$ cat src/rtl/chdr_arb_pkg.sv
// -----------------------------------------------------------------------------
// chdr_arb_pkg
// Shared definitions for the CHDR packet round-robin arbiter:
//   arb_state_t : arbiter FSM encoding (IDLE waits for a grant, PASS forwards
//                 the granted packet)
//   CNT_W       : width of each per-port completed-packet counter
//   rr_wrap     : modulo helper for round-robin index arithmetic
// -----------------------------------------------------------------------------
package chdr_arb_pkg;

  typedef enum logic {
    ST_IDLE = 1'b0,
    ST_PASS = 1'b1
  } arb_state_t;

  localparam int CNT_W = 32;

  // Folds an index in [0, 2*n-1] back into [0, n-1]. Round-robin candidates
  // are formed as last+offset with last < n and offset <= n, so a single
  // conditional subtraction is enough and no divider is inferred.
  function automatic int rr_wrap(input int idx, input int n);
    return (idx >= n) ? (idx - n) : idx;
  endfunction

endpackage

$ cat src/rtl/rr_priority_sel.sv
// -----------------------------------------------------------------------------
// rr_priority_sel
// Round-robin priority search. Starting one position above `last` and wrapping
// around, returns the first asserted bit of `req`. `last` itself is searched
// last, so a port that just won has the lowest priority next time.
//
// Ports
//   req   [N-1:0]          request vector, one bit per requester
//   last  [$clog2(N)-1:0]  index of the most recent grant
//   valid                  at least one request is asserted
//   idx   [$clog2(N)-1:0]  selected requester (0 when valid is low)
// -----------------------------------------------------------------------------
import chdr_arb_pkg::*;

module rr_priority_sel #(
  parameter int N = 2
) (
  input  logic [N-1:0]         req,
  input  logic [$clog2(N)-1:0] last,
  output logic                 valid,
  output logic [$clog2(N)-1:0] idx
);

  localparam int IDX_W = $clog2(N);

  logic [IDX_W-1:0] cand;

  always_comb begin
    valid = 1'b0;
    idx   = '0;
    cand  = '0;
    // Offset 1 is the highest priority; the first hit latches and later
    // (lower priority) candidates are ignored through the !valid guard.
    for (int off = 1; off <= N; off++) begin
      cand = IDX_W'(rr_wrap(int'(last) + off, N));
      if (!valid && req[cand]) begin
        valid = 1'b1;
        idx   = cand;
      end
    end
  end

endmodule

$ cat src/rtl/chdr_pkt_rr_arb.sv
// -----------------------------------------------------------------------------
// chdr_pkt_rr_arb
// Packet-granular round-robin arbiter merging NUM_PORTS CHDR AXI-Stream inputs
// onto one output. A grant is held from the first beat until the tlast beat
// is accepted; no data is buffered, the granted input is routed through
// combinationally. Every packet is followed by exactly one IDLE cycle in
// which the next grant is chosen.
//
// Handshake: a beat transfers on a rising edge where tvalid and tready are
// both high. tvalid never depends on tready; the arbiter's tready toward the
// granted input is m_rfnoc_chdr_tready, and every other input sees tready=0.
//
// Ports
//   rfnoc_chdr_clk, rfnoc_chdr_rst_n  clock, synchronous active-low reset
//   s_rfnoc_chdr_t*                   flattened inputs, port i in slice i
//   m_rfnoc_chdr_t*                   merged output
//   arb_en                            new grants permitted while high
//   cnt_clear                         one-cycle pulse zeroing all pkt_cnt
//   grant_idx                         current or most recent grant
//   busy                              high while a packet is being passed
//   pkt_cnt                           per-port completed packets, 32 bits each
//   fsm_state                         arbiter state, for observation
// -----------------------------------------------------------------------------
import chdr_arb_pkg::*;

module chdr_pkt_rr_arb #(
  parameter int NUM_PORTS = 2,
  parameter int CHDR_W    = 64
) (
  input  logic                          rfnoc_chdr_clk,
  input  logic                          rfnoc_chdr_rst_n,
  input  logic [NUM_PORTS*CHDR_W-1:0]   s_rfnoc_chdr_tdata,
  input  logic [NUM_PORTS-1:0]          s_rfnoc_chdr_tlast,
  input  logic [NUM_PORTS-1:0]          s_rfnoc_chdr_tvalid,
  output logic [NUM_PORTS-1:0]          s_rfnoc_chdr_tready,
  output logic [CHDR_W-1:0]             m_rfnoc_chdr_tdata,
  output logic                          m_rfnoc_chdr_tlast,
  output logic                          m_rfnoc_chdr_tvalid,
  input  logic                          m_rfnoc_chdr_tready,
  input  logic                          arb_en,
  input  logic                          cnt_clear,
  output logic [$clog2(NUM_PORTS)-1:0]  grant_idx,
  output logic                          busy,
  output logic [NUM_PORTS*CNT_W-1:0]    pkt_cnt,
  output arb_state_t                    fsm_state
);

  localparam int IDX_W = $clog2(NUM_PORTS);
  // Reset value of the grant register: makes port 0 the first winner.
  localparam logic [IDX_W-1:0] LAST_PORT = IDX_W'(NUM_PORTS - 1);

  arb_state_t       state_q;
  logic [IDX_W-1:0] grant_q;
  logic             busy_q;

  logic             sel_valid;
  logic [IDX_W-1:0] sel_idx;
  logic             pkt_end;

  // ---------------------------------------------------------------------------
  // Round-robin search. grant_q doubles as the "last grant" pointer.
  // ---------------------------------------------------------------------------
  rr_priority_sel #(
    .N (NUM_PORTS)
  ) u_sel (
    .req   (s_rfnoc_chdr_tvalid),
    .last  (grant_q),
    .valid (sel_valid),
    .idx   (sel_idx)
  );

  // ---------------------------------------------------------------------------
  // Datapath: only in PASS is the granted input connected to the output.
  // In IDLE the output is quiet and no input is acknowledged.
  // ---------------------------------------------------------------------------
  always_comb begin
    m_rfnoc_chdr_tdata  = '0;
    m_rfnoc_chdr_tlast  = 1'b0;
    m_rfnoc_chdr_tvalid = 1'b0;
    s_rfnoc_chdr_tready = '0;
    if (state_q == ST_PASS) begin
      for (int i = 0; i < NUM_PORTS; i++) begin
        if (grant_q == IDX_W'(i)) begin
          m_rfnoc_chdr_tdata     = s_rfnoc_chdr_tdata[i*CHDR_W +: CHDR_W];
          m_rfnoc_chdr_tlast     = s_rfnoc_chdr_tlast[i];
          m_rfnoc_chdr_tvalid    = s_rfnoc_chdr_tvalid[i];
          s_rfnoc_chdr_tready[i] = m_rfnoc_chdr_tready;
        end
      end
    end
  end

  // Final beat of the granted packet accepted downstream. m_tvalid is already
  // qualified by PASS, so this cannot fire in IDLE.
  assign pkt_end = m_rfnoc_chdr_tvalid & m_rfnoc_chdr_tready & m_rfnoc_chdr_tlast;

  // ---------------------------------------------------------------------------
  // Arbiter FSM. The grant only changes in IDLE, so neither arb_en, other
  // requesters nor downstream stalls can break a packet in two.
  // ---------------------------------------------------------------------------
  always_ff @(posedge rfnoc_chdr_clk) begin
    if (!rfnoc_chdr_rst_n) begin
      state_q <= ST_IDLE;
      grant_q <= LAST_PORT;
      busy_q  <= 1'b0;
    end else begin
      case (state_q)
        ST_IDLE: begin
          if (arb_en && sel_valid) begin
            grant_q <= sel_idx;
            state_q <= ST_PASS;
            busy_q  <= 1'b1;
          end
        end
        ST_PASS: begin
          if (pkt_end) begin
            state_q <= ST_IDLE;
            busy_q  <= 1'b0;
          end
        end
        default: begin
          state_q <= ST_IDLE;
          busy_q  <= 1'b0;
        end
      endcase
    end
  end

  assign grant_idx = grant_q;
  assign busy      = busy_q;
  assign fsm_state = state_q;

  // ---------------------------------------------------------------------------
  // Per-port completed-packet counters. Free-running 32-bit wrap; a clear
  // on the same cycle as an increment leaves the counter at zero.
  // ---------------------------------------------------------------------------
  for (genvar g = 0; g < NUM_PORTS; g++) begin : g_cnt
    logic [CNT_W-1:0] cnt_q;
    logic             inc;

    assign inc = pkt_end && (grant_q == IDX_W'(g));

    always_ff @(posedge rfnoc_chdr_clk) begin
      if (!rfnoc_chdr_rst_n) begin
        cnt_q <= '0;
      end else if (cnt_clear) begin
        cnt_q <= '0;
      end else if (inc) begin
        cnt_q <= cnt_q + CNT_W'(1);
      end
    end

    assign pkt_cnt[g*CNT_W +: CNT_W] = cnt_q;
  end

endmodule

$ cat config.mk
export PLATFORM = sky130hd
export DESIGN_NAME = chdr_pkt_rr_arb
export DESIGN_NICKNAME = d
export VERILOG_FILES = /design/src/rtl/chdr_arb_pkg.sv /design/src/rtl/rr_priority_sel.sv /design/src/rtl/chdr_pkt_rr_arb.sv
export SDC_FILE = /design/constraint.sdc
export NUM_CORES = 1
export LEC_CHECK = 0
export BUFFER_PORTS_ARGS = -buffer_cell sky130_fd_sc_hd__buf_2
export CAP_MARGIN = 25
export CORE_MARGIN = 8
export CORE_UTILIZATION = 47
export DETAILED_ROUTE_END_ITERATION = 12
export GPL_TIMING_DRIVEN = 0
export PLACE_DENSITY = 0.83
export REMOVE_ABC_BUFFERS = 1
export SETUP_SLACK_MARGIN = 0.15
export SYNTH_ARGS = -nofsm -noshare
export SYNTH_HDL_FRONTEND = slang
export SYNTH_SLANG_ARGS = --single-unit
$ cat constraint.sdc
create_clock -name rfnoc_chdr_clk -period 5.03 [get_ports rfnoc_chdr_clk]
set_input_delay 1.006 -clock rfnoc_chdr_clk [delete_from_list [all_inputs] [get_ports rfnoc_chdr_clk]]
set_output_delay 1.006 -clock rfnoc_chdr_clk [all_outputs]
set_load 0.02 [all_outputs]
# == Yosys cells after proc, flatten, opt, wreduce, memory -nomap -nowiden ==
# Index checks and enable logic that the tools add are counted.
# W data, S select, Z words.
# word_totals
reg_bits,67
latch_bits,0
mem_bits_rw,0
mem_bits_ro,0
in_bits,137
output_inout_bits,135
elab_cells,55
n_memories,0
# classes
n_addsub,6
multipliers,0
n_div,0
n_lt_le_gt_ge,4
n_eq_ne,2
shifts,0
mux,25
bitwise,5
n_reduce_logical,8
# op_table
operator,n
$mux W64,2
$add A32 B1 Y32 const B,2
$mux W1,20
$logic_and A1 B1 Y1,4
$lt A1 B2 Y1 const B,2
$pmux W1 S2,2
$reduce_and A2 Y1,2
$add A1 B2 Y3 const B,1
$ge A3 B2 Y1 const B,1
$not A1 Y1,3
$add A1 B1 Y2 const B,1
$and A1 B1 Y1,2
$ge A2 B2 Y1 const B,1
$mux W2,1
$ne A2 B1 Y1 const B,1
$ne A2 B2 Y1 const B,1
$reduce_or A2 Y1,1
$sub A1 B1 Y1 const B,2
$logic_not A1 Y1,1

# == Logic depth before layout (Yosys ltp) ==
# Gate-level depths: netlist (run 1).
# logic_depth
depth_word,12
depth_mapped,7
mapped_depth_nobuf,5

# == By module ==
# A second synthesis (run 1) with hierarchy kept.
# unflattened
cells_unflattened,544
area_unflattened_um2,4509.3
# by_module_without_submodules
module,n_inst,cells_each,area_per_inst_um2,seq_area_each_um2
chdr_pkt_rr_arb,1,542,4495.6,1341.3
rr_priority_sel,1,2,13.8,0.0

# == Least setup slack after synthesis (run 1) ==
# No wires, ideal clock.
# synth_timing
kind,flip-flop to output port
startpoint,"reg grant_q, in the netlist grant_idx"
endpoint,out m_rfnoc_chdr_tdata[24]
t_arrival_ns,1.916
t_required_ns,4.024
slack_ns,2.108
stages_incl_launch_ff,6
n_path_buf,3
cell_sequence,dfxtp_1 > buf_2 > clkbuf_1 > buf_1 > mux2i_1 > nor2_1
# synth_via
elab_chain_cells,2
# synth_rtl
item,line_no,source
from (decl),chdr_pkt_rr_arb.sv:53,logic [IDX_W-1:0] grant_q;
from (signal assigned),chdr_pkt_rr_arb.sv:110,grant_q <= sel_idx;
$mux W64,chdr_pkt_rr_arb.sv:83,if (grant_q == IDX_W'(i)) begin
$mux W64,chdr_pkt_rr_arb.sv:81,if (state_q == ST_PASS) begin
to (decl),chdr_pkt_rr_arb.sv:36,"output logic [CHDR_W-1:0] m_rfnoc_chdr_tdata,"
# Every way passes these cells.

# == Final worst setup path (run 1) ==
# layout_timing
startpoint,"reg state_q, in the netlist fsm_state"
endpoint,out m_rfnoc_chdr_tdata[8]
# layout_via
elab_chain_cells,1
# layout_rtl
item,line_no,source
from (decl),chdr_pkt_rr_arb.sv:52,arb_state_t state_q;
from (signal assigned),chdr_pkt_rr_arb.sv:103,state_q <= ST_IDLE;
from (signal assigned),chdr_pkt_rr_arb.sv:111,state_q <= ST_PASS;
from (signal assigned),chdr_pkt_rr_arb.sv:117,state_q <= ST_IDLE;
$mux W64,chdr_pkt_rr_arb.sv:81,
# Every way passes these cells.

==> results of run 1 <==
critical path, cell delays in order, from the launching register on:
cell and delay (ns):
dfxtp_1 0.48, clkinv_2 0.73, nor2_1 0.44, buf_2 0.24
metrics by stage:
| stage | area (µm²) | worst slack [ns] | setup TNS, ns | std cells |
|---|---|---|---|---|
| CTS | 5930 | 1.70 | 0 | 916 |
| floorplan | 4210 | 0.404 | 0 | 517 |
| finish | 5930 | 1.74 | 0 | 917 |
| global route | 5930 | 1.58 | 0 | 916 |
| global placement | 5710 | -0.317 | -1.82 | 899 |
| detailed placement | 5780 | 2.08 | 0 | 902 |
logic make-up after synthesis:
| logic type | after synthesis |
|---|---|
| DFF | 67 |
| AOI/OAI and AO/OA | 86 |
| and+or+nand+nor | 265 |
| adders and majority gates | 2 |
| buffers and inverters | 43 |
| xor gates and xnor gates | 10 |
| muxes | 78 |
registers in the layout, indices dropped and copies added, names as in the netlist:
name,cells
busy,1
fsm_state,1
g_cnt.cnt_q,64
grant_idx,1
per-layer routing:
| layer | global-route usage, % | wire length (µm) | vias up |
|---|---|---|---|
| met1 | 30.3 | 6930 | 2504 |
| met2 | 48.0 | 8980 | 221 |
| li1 | - | - | 2555 |
| met3 | 10.5 | 1780 | 40 |
| met5 | 0 | 0 | - |
| met4 | 9.35 | 516 | 0 |
power breakdown:
part / internal, W / switching, W
sequential: 0.000532 / 0.00000704
clock: 0.000172 / 0.000203
combinational: 0.000109 / 0.000159
total: 0.000814 / 0.000369
layout make-up:
class	instances	area, µm²	share of cell area, %
antenna	1	2.50	0.0422
clock buffer	11	131	2.21
clock inverter	3	17.5	0.295
inverter	9	35.0	0.591
multi-input combinational	441	2840	47.9
sequential	67	1350	22.7
tap	111	139	2.34
timing repair buffer	274	1420	23.9
cell usage in the layout, fill, tap and decap left out, types with 2 or more instances in the layout:
master      n
a21oi_1    38
and2_1      6
and3_1      4
and4_1     11
buf_2     271
clkbuf_1    2
clkbuf_8    9
clkinv_2    3
dfxtp_1    66
ha_1        2
inv_1       8
mux2i_1    78
nand2_1    42
nand2b_1   12
nand3_1    25
nand4_1    16
nand4_2     2
nand4b_1    2
nor2_1     81
nor2b_1     2
nor3_1      6
nor4_1     13
o21a_1      3
o21ai_0    13
o311ai_0    3
o31ai_1    22
o41ai_1     4
or3_1      11
or4_1      27
xnor2_1     7
xor2_1      3
path summary, 6_finish.rpt:
| check | start | to | slack [ns] | cells past startpoint |
|---|---|---|---|---|
| max | fsm_state | m_rfnoc_chdr_tdata[8] | 1.74 | 3 |
| min | g_cnt[1].cnt_q[31] | g_cnt[1].cnt_q[31] | 0.47 | 2 |
| max reg2reg | fsm_state | g_cnt[0].cnt_q[7] | 2.29 | 4 |
| min reg2reg | g_cnt[1].cnt_q[31] | g_cnt[1].cnt_q[31] | 0.47 | 2 |
==> results list, run 1 <==
- Summing the areas of all compound-gate instances in the mapped netlist gives 12.2% of the synthesized area.
* Max Cap Viol: 0
- After clock tree synthesis, the setup repair step added 0 buffers.
- Class of the most critical setup path: flop to output pin
- Of the total synthesized cell area, the portion taken by AND, OR, NAND and NOR gates is 32.5%.
- The number of endpoints with negative hold slack in the final report is 0.
- Layout cells sized above 1: 36.5%
- Die height: 112 µm
- Counting flops with an async set or reset pin after synthesis yields a share of 0%.
- Portion of the post-synthesis area used by sequential elements: 30.8%
- Crit Path Max Fanout: 70
- Post-DR vias/cell: 5.80
- For this run, the top clock speed supported by timing is 0.304 GHz.
* Worst vdd ir: 0.117 mV
- The portion of synthesized area spent on multiplexers is 17.9%.
* Number of buffers created by CTS: 9
* Hold_ws: 0.471 ns
- Of the total synthesized cell area, the portion taken by full adders, half adders and majority gates is 0.575%.
* CTS tree: built
* Largest family of logic cells by synthesized area: simple AND/OR/NAND/NOR gates
* Number of buffers inserted by hold repair at cts: 0
- The worst setup path is launched from a flop.
* First-pass GRT wire length: 28200 µm
* Initial DRT Pass Iterations: 5
- Wire length per cell: 19.9 µm
* Port Buf Inserts: 271
* Number of warnings issued by yosys: 0
- Number of enable-type register cells in the synthesized netlist: 0
* Area growth, synth to finish: 36.4%
- The synthesized netlist occupies a cell area of 4350 µm².
* Dpl hpwl: 14600 µm
* Least-Margin Pin Slew: 0.884 ns
* Final period util: 65.3%
- Leakage power: 2.99 nW
* IO Pins: 272
- Dominant cell by count in the synthesized netlist: nor2_1
- Detailed-route wire length: 18200 µm
* Number of inserted filler cells in the final layout: 790
- The synthesized netlist devotes 2.01% of its cell area to XOR and XNOR gates.
- Number of global-route vias before repair: 5276
- The biggest area contributor in the post-synthesis netlist is dfxtp_1.
* Global placer's final weighted congestion: 0.862
- In this run the clock root is driven by a clkbuf_8.
- Min-Delay Path Class: flop to flop
* Starting DRT DRC Count: 394
- Counting distinct cell types in the post-synthesis netlist gives 38.
- By area the synthesized netlist is led by dfxtp_1 (31%), mux2i_1 (18%), nor2_1 (7.0%).
- Worst relative slew slack: 41.1%
- CTS Buffer Depth: 2
* Time the worst path needs with I/O delays and setup: 3.29 ns
- Critical path endpoint category: output pin
- After synthesis, the largest area contributor takes up 30.8% of total cell area.
* Number of vias after detailed routing: 5320
* Core ar.: 9110 µm²
* Pwr per Cell Area: 199 nW/µm²
- The floorplan has 35 rows.
- Area enclosed by the die boundary: 12600 µm²
- Die X: 112 µm
* Layout Utilization: 65.1%
- For the worst setup path, the data arrival time is 2.28 ns.
- Number of cells produced by synthesis: 551
- Final number of setup-violating endpoints: 0
* Final count of pins violating max slew: 0
- Clock slew seen by the registers of the worst setup and hold paths: 0.07 ns
- The initial utilization of the core area, before any placement, comes to 47.8%.
- The later pin in the worst-skew pair is clocked with a latency of 0.34 ns.
- Clock skew: 0.00688 ns
- In the synthesized netlist the dominant register cell turns out to be dfxtp_1.
- The run finished with clean final reports.
* Aggregate global-route resource usage: 27.7%
- Setup repair after global routing left no endpoint under its margin.
* Design Power: 0.00118 W
- Flip-flop and latch count after synthesis: 67
* Maximum number of pins on one net before global-route repair: 71
- Nets: 941
* Number of nets with antenna violations after routing: 0
- The initial antenna violation count is 0.
* Final routed DRC violation total: 0
* Clk sink count: 67
- The H-tree was split into 3 levels.
- Required time at the endpoint of the critical path: 4.02 ns
- The total overflow left after global routing is 0.
- The number of gates resized after CTS was 0.
- The commonest cells after synthesis are nor2_1 (81), mux2i_1 (78), dfxtp_1 (67), nand2_1 (42), a21oi_1 (38).
- After synthesis, the mean cell area works out to 7.90 µm².
No activity file was read; power rests on OpenSTA's default activity.
==> run 2: changes to the inputs <==
CORE_UTILIZATION = 44   (was 47)
PLACE_DENSITY = 0.78   (was 0.83)
clock period = 3.2 ns   (was 5.03 ns; I/O delays follow)
==> run 2 against run 1 <==
Sequential power is 57% higher. Highest routed layer is now met5. Die area increased by 5.8%. Core utilization down 2.8 points. Sequential share of layout area decreased by 0.38 points. Largest power group unchanged. Largest cell class unchanged. Clock skew rose by 0.0059 ns. Non-clock buffer count unchanged. Critical endpoint is now s_rfnoc_chdr_tready[1].
==> results list, run 2 (same netlist as run 1, synthesis figures left out) <==
- Part of the power in combinational logic: 20.5%
- Detailed-route wire length: 18700 µm
* Number of standard-cell rows in the floorplan: 36
* Clock skew: 0.0128 ns
- Worst relative slew slack: 55.9%
* Commonest non-fill, non-tap cells in the layout: buf_2 (271), nor2_1 (81), mux2i_1 (78)
* Max Cap Viol: 0
* First-pass GRT wire length: 29000 µm
- Required time at the endpoint of the critical path: 2.56 ns
- On the worst path, the slowest cell contributes a delay of 0.53 ns.
- The endpoint identified for the worst register-to-register timing path is g_cnt[1].cnt_q[12].
* Crit Path Max Fanout: 57
- IO Pins: 272
- For the worst flop-to-flop path, the logic depth is 6.
* Share of power burned in registers: 40.8%
- In the final design database the tool counted 941 nets.
* Number of global-route vias before repair: 5449
- The clock passes through at most 2 buffers.
- Wire length per cell: 19.8 µm
- Most common cell after layout, fill and taps aside: buf_2
- Clk sink count: 67
- Layout cells sized above 1: 36.9%
- Source-to-sink clock delay at the later pin of the worst-skew pair: 0.35 ns
- The max-slew violation count is 0.
- Number of vias after detailed routing: 5401
* Final number of setup-violating endpoints: 0
- Class of the most critical setup path: flop to output pin
- Leakage power: 3.02 nW
- Flip-flop count of the largest register, all copies and words added: 64
* Clock network fraction of total power: 38.7%
* Net Sw Frac: 29.9%
- TritonCTS built the clock tree.
- Core ar.: 9680 µm²
- RSZ-0062 raised after global routing: false
- Run status: finished, final reports clean
- Cell at the root of the clock tree: clkbuf_8
* Startpoint class of the critical path: flop
- Setup Total Neg Slack: 0 ns
- Most flops, register: g_cnt.cnt_q
- Number of buffers inserted by hold repair at cts: 0
* Number of inserted filler cells in the final layout: 901
- Worst vdd ir: 0.239 mV
* Standard cell with the maximum stage delay on the critical path: dfxtp_4
- Compared with the post-synthesis result, the final layout area differs by 38.7%.
* Top achievable clock speed: 0.362 GHz
* Total stage count of the critical path: 4
- In the routed design, unresolved DRC markers number 0.
- Final Hold Fails: 0
* FF-to-FF setup slack: 0.47 ns
- In this design, the largest share of critical-path delay is due to buffers and inverters.
- P_sw: 0.000620 W
- Routability-driven placement finished with a final weighted congestion of 0.884.
* Reg2Reg Launch Point: grant_idx
- Cells along the critical path: buf_16 > nand3_1 > inv_1 > buf_2
- Entering global routing, the biggest net connects 71 pins.
- Starting DRT DRC Count: 535
- STA classifies the critical path endpoint as an output pin.
- In this run the power density over the cells is 344 nW/µm².
- Time the worst path needs with I/O delays and setup: 2.76 ns
- For this configuration, the core starts out at a cell density of 44.9%.
* Internal: 0.00145 W
- Data on the critical path arrives at its endpoint at 2.12 ns.
- In this run, CTS created clock tree buffers numbering 9.
* Least-Margin Pin Slew: 0.658 ns
* Worst setup endpoint: s_rfnoc_chdr_tready[1]
- Clock slew seen by the registers of the worst setup and hold paths: 0.09 ns
- Post-Place Setup Slack: 0.377 ns
- Maximum level of the CTS H-tree: 3
* Die X: 115 µm
- For this run, the detailed router's first-pass iteration total came to 5.
- In this run the vertical extent of the chip is 115 µm.
- Worst Setup SP: grant_idx
- Area enclosed by the die boundary: 13300 µm²
* Final period util: 86.3%
* Final WS setup: 0.438 ns
* Number of antenna violations at the first check in global routing: 2
- For this run the aggregate overflow at the end of global routing stands at 0.
* Number of buffer and inverter instances along the worst setup path: 3
* Port Buf Inserts: 271
* Dpl hpwl: 14900 µm
- Global routing consumed, over all layers together, 27.6% of the routing resources.
- Min-Delay Path Class: flop to flop
* Number of nets with antenna violations after routing: 0
* Post-DR vias/cell: 5.74
run 2: power groups by stage:
stage,clock (W),sequential (W),combinational [W]
detailed placement,0,0.000866,0.000424
finish,0.000803,0.000847,0.000424
CTS,0.000811,0.000846,0.000426
global route,0.000850,0.000847,0.000457
floorplan,0,0.000885,0.000211
global placement,0,0.000885,0.000405
run 2: worst register-to-register path, delay by kind of cell (launching register included):
family,cells,cell delay [ns]
flops,1,0.53
buf+inv,2,0.69
compound gates,1,0.15
simple gates,3,1.29
run 2: metrics by stage:
step | hold slack, ns | area [µm²] | power [W] | cells | utilization, %
floorplan | 0.540 | 4210 | 0.00110 | 517 | -
global placement | 0.453 | 5740 | 0.00129 | 921 | 59.2
detailed placement | 0.474 | 5800 | 0.00129 | 924 | 59.9
CTS | 0.486 | 6030 | 0.00208 | 940 | 62.2
global route | 0.511 | 6030 | 0.00215 | 941 | 62.3
finish | 0.483 | 6030 | 0.00207 | 941 | 62.3
run 2: per-layer routing:
layer | up-vias | share of wire, % | global-route usage (%)
li1 | 2544 | - | -
met1 | 2572 | 39 | 31.6
met2 | 249 | 50 | 47.5
met3 | 34 | 9.2 | 8.86
met4 | 2 | 2.0 | 8.67
met5 | - | 0.059 | 0
run 2: repair_timing:
item / in CTS / in global routing
endpoints found under the setup margin: 0 / 3
resized for setup: 0 / 1
buffers inserted: 0 / 0
run 2: layout make-up:
type / count / area [µm²] / share of cell area (%)
Clock buffer: 9 / 124 / 2.05
Tap cell: 133 / 166 / 2.76
Clock inverter: 7 / 100 / 1.66
Sequential cell: 67 / 1350 / 22.3
Inverter: 9 / 36.3 / 0.602
Antenna cell: 1 / 2.50 / 0.0415
Timing Repair Buffer: 274 / 1420 / 23.5
Multi-Input combinational cell: 441 / 2840 / 47.1
run 2: worst min-delay path by stage:
stage | from | to | slack, ns | cells past startpoint
after floorplan | g_cnt[1].cnt_q[31] | g_cnt[1].cnt_q[31] | 0.54 | 2
after global placement | g_cnt[1].cnt_q[31] | g_cnt[1].cnt_q[31] | 0.45 | 2
after detailed placement | g_cnt[0].cnt_q[31] | g_cnt[0].cnt_q[31] | 0.47 | 2
after CTS | g_cnt[0].cnt_q[31] | g_cnt[0].cnt_q[31] | 0.49 | 2
after global routing | g_cnt[0].cnt_q[31] | g_cnt[0].cnt_q[31] | 0.51 | 2
final | g_cnt[0].cnt_q[31] | g_cnt[0].cnt_q[31] | 0.48 | 2
==> run 3: changes to the inputs <==
MAX_ROUTING_LAYER = met4   (was not set)
==> run 3 against run 2 <==
Fmax grew 0.67%. Register-to-register slack improved by 0.02 ns. Critical endpoint unchanged. Final area about the same. Critical path depth unchanged. Largest power group unchanged. First-iteration DRC count is 1.1% lower. Core utilization about the same. Clock power barely moved. Largest cell class unchanged. Worst setup slack improved by 0.018 ns. Flip-flop and latch count unchanged. Sequential share of layout area about the same. Non-clock buffer count is the same.
==> results list, run 3 (same netlist as run 1, synthesis figures left out) <==
- Once detailed placement completed, the half-perimeter wirelength came to 14900 µm.
- The total overflow left after global routing is 0.
- Source-to-sink clock delay at the later pin of the worst-skew pair: 0.35 ns
- The worst pin sits at a relative slew slack of 56.0%.
- Critical path data arrival time: 2.10 ns
- Counting tap cells, the placed design contains a total of 924 instances.
- Setup violations remaining at the end of the flow were counted as 0.
- Number of vias after detailed routing: 5362
- Share of power burned in registers: 40.8%
* Clk sink count: 67
- After detailed routing, the number of vias per cell comes to 5.69.
- The via count of the first global-routing pass is 5472.
- Area enclosed by the die boundary: 13300 µm²
- Maximum number of pins on one net before global-route repair: 71
- The critical path is of the flop to output pin type.
* Net Sw Frac: 29.9%
- Die height: 115 µm
- Crit Path Max Fanout: 57
- In this run the core area contains 36 standard-cell rows.
- Part of the power in combinational logic: 20.5%
- The clock passes through at most 2 buffers.
- The layer flagged by global routing as most heavily used is met2.
- Number of inserted filler cells in the final layout: 901
* Final Hold Fails: 0
- Initial DRT Pass Iterations: 5
* Nets: 941
- Static timing analysis puts the maximum clock frequency at 0.364 GHz.
- Global routing used 8.55% of the available met3 tracks.
* Area growth, synth to finish: 38.7%
- Setup repair after global routing left no endpoint under its margin.
- The analysis attributes to net switching a power of 0.000621 W.
- Pin placement for this block handled 272 I/O pins.
- The number of hold buffers added after CTS was 0.
- Between clock sinks in the finished design, the worst skew comes to 0.0126 ns.
- Reg2Reg Launch Point: grant_idx
- Flip-flop count of the largest register, all copies and words added: 64
- Aggregate global-route resource usage: 28.3%
- The number of cells on the worst reg-to-reg path is 6.
* Max Cap Viol: 0
- After the flow finishes, the layout carries non-filler instances totaling 942.
- At the worst endpoint, the required time is 2.56 ns.
- Launch instance of the worst min-delay path: g_cnt[0].cnt_q[31]
- In the layout the commonest cells are buf_2 (271), nor2_1 (81), mux2i_1 (78).
* Detailed-route wire length: 18700 µm
- Hold Path Depth: 2
* Clock slew seen by the registers of the worst setup and hold paths: 0.09 ns
* Final routed DRC violation total: 0
- Number of nets with antenna violations after routing: 0
- Number of buffer and inverter instances along the worst setup path: 3
* Cells along the critical path: buf_16 > nand3_1 > inv_1 > buf_2
- The flow ran to the end, and the final reports show no timing, DRC or antenna violations.
- The clock network burns 38.7% of the power.
- Summing all flip-flop and latch instances after layout gives 1350 µm².
* Maximum single-stage delay on the critical path: 0.53 ns
* FF-to-FF End: g_cnt[1].cnt_q[12]
- The worst setup path is launched from a flop.
* Die X: 115 µm
- The library cell used most frequently in the layout, excluding fill and tap cells, is buf_2.
* Maximum level of the CTS H-tree: 3
- Subtracting the final worst setup slack from the clock period gives 2.74 ns.
- Standard cell with the maximum stage delay on the critical path: dfxtp_4
- Final count of pins violating max slew: 0
- For the pin with the worst max-slew slack, the measured transition is 0.657 ns.
- Cells with a size suffix above 1 make up 36.9% of the layout.
- For this block, the initial DRC count from the detailed router was 529.
* Fraction of met2 tracks used by global routing: 47.9%
- End point of the worst hold path: g_cnt[0].cnt_q[31]
* Setup Total Neg Slack: 0 ns
- Routability-driven placement finished with a final weighted congestion of 0.899.
* Worst vdd ir: 0.240 mV
- In this run the post-CTS setup repair buffer count came out at 0.
- Kind of cell adding the most delay to the critical path: buffers and inverters
- The count of buffers added on input and output ports is 271.
* Critical path endpoint category: output pin
* Starting Density: 44.9%
- Area post-placement: 5800 µm²
- First-pass GRT wire length: 28900 µm
* Cell at the root of the clock tree: clkbuf_8
* Count of instances resized after the clock tree is built: 0
- In this run the worst hold path is classified as flop to flop.
- Dividing the detail-routed wire length by the instance count gives 19.8 µm.
* Met1 usage in global routing: 31.6%
- Counting flops per register, the top entry is g_cnt.cnt_q.
- Internal: 0.00145 W
* Final period util: 85.7%
- Pwr per Cell Area: 344 nW/µm²
- Number of antenna violations at the first check in global routing: 2
* FF-to-FF setup slack: 0.49 ns
- CTS tree: built
* Post-layout instance area: 6030 µm²
- The multi-input combinational cells in the finished layout cover a total of 2840 µm².
- After floorplanning, the core was sized to cover 9680 µm².
* Leakage power: 3.02 nW
- Number of buffers created by CTS: 9
-- run 3: changes by cell type in the layout (fill, tap and decap cells not counted) --
cell / before / now
diode_2: 1 / 2
-- run 3: worst max-delay path by stage --
stage	startpoint	to	slack [ns]	depth (start not counted)
after floorplan	grant_idx	g_cnt[1].cnt_q[12]	-1.43	5
after global placement	grant_idx	g_cnt[1].cnt_q[12]	-2.10	5
after detailed placement	fsm_state	g_cnt[0].cnt_q[7]	0.38	4
after CTS	fsm_state	m_rfnoc_chdr_tdata[51]	0.34	3
after global routing	grant_idx	g_cnt[1].cnt_q[12]	0.35	6
final	grant_idx	s_rfnoc_chdr_tready[1]	0.46	4
-- run 3: cell type report --
type	instances	share of cell area [%]
Inverter	9	0.601
Clock inverter	7	1.66
Antenna cell	2	0.0829
Clock buffer	9	2.05
Multi-Input combinational cell	441	47.1
Tap cell	133	2.76
Sequential cell	67	22.3
Timing Repair Buffer	274	23.5
-- run 3: per-stage QoR --
| stage | worst slack [ns] | total power [W] | hold slack (ns) | utilization, % |
|---|---|---|---|---|
| floorplan | -1.43 | 0.00110 | 0.540 | - |
| global route | 0.350 | 0.00215 | 0.511 | 62.3 |
| detailed placement | 0.377 | 0.00129 | 0.474 | 59.9 |
| global placement | -2.10 | 0.00129 | 0.453 | 59.2 |
| CTS | 0.339 | 0.00208 | 0.486 | 62.2 |
| finish | 0.456 | 0.00207 | 0.483 | 62.3 |
-- run 3: worst reg2reg max path: cells and delay by family (launching register included) --
kind,cells,cell delay (ns)
AOI/OAI and AO/OA,1,0.15
buffers and inverters,2,0.68
DFF,1,0.53
and+or+nand+nor,3,1.28
-- run 3: metal layers --
layer,up-vias,part of all wire [%]
li1,2541,-
met1,2561,39
met2,234,51
met3,26,8.5
met4,0,1.6
met5,-,0
-- run 3: power by group through the flow --
stage               clock network, W  registers (W)  logic, W
floorplan                          0       0.000885  0.000211
global placement                   0       0.000885  0.000405
detailed placement                 0       0.000866  0.000424
CTS                         0.000811       0.000846  0.000426
global route                0.000851       0.000847  0.000456
finish                      0.000803       0.000847  0.000425
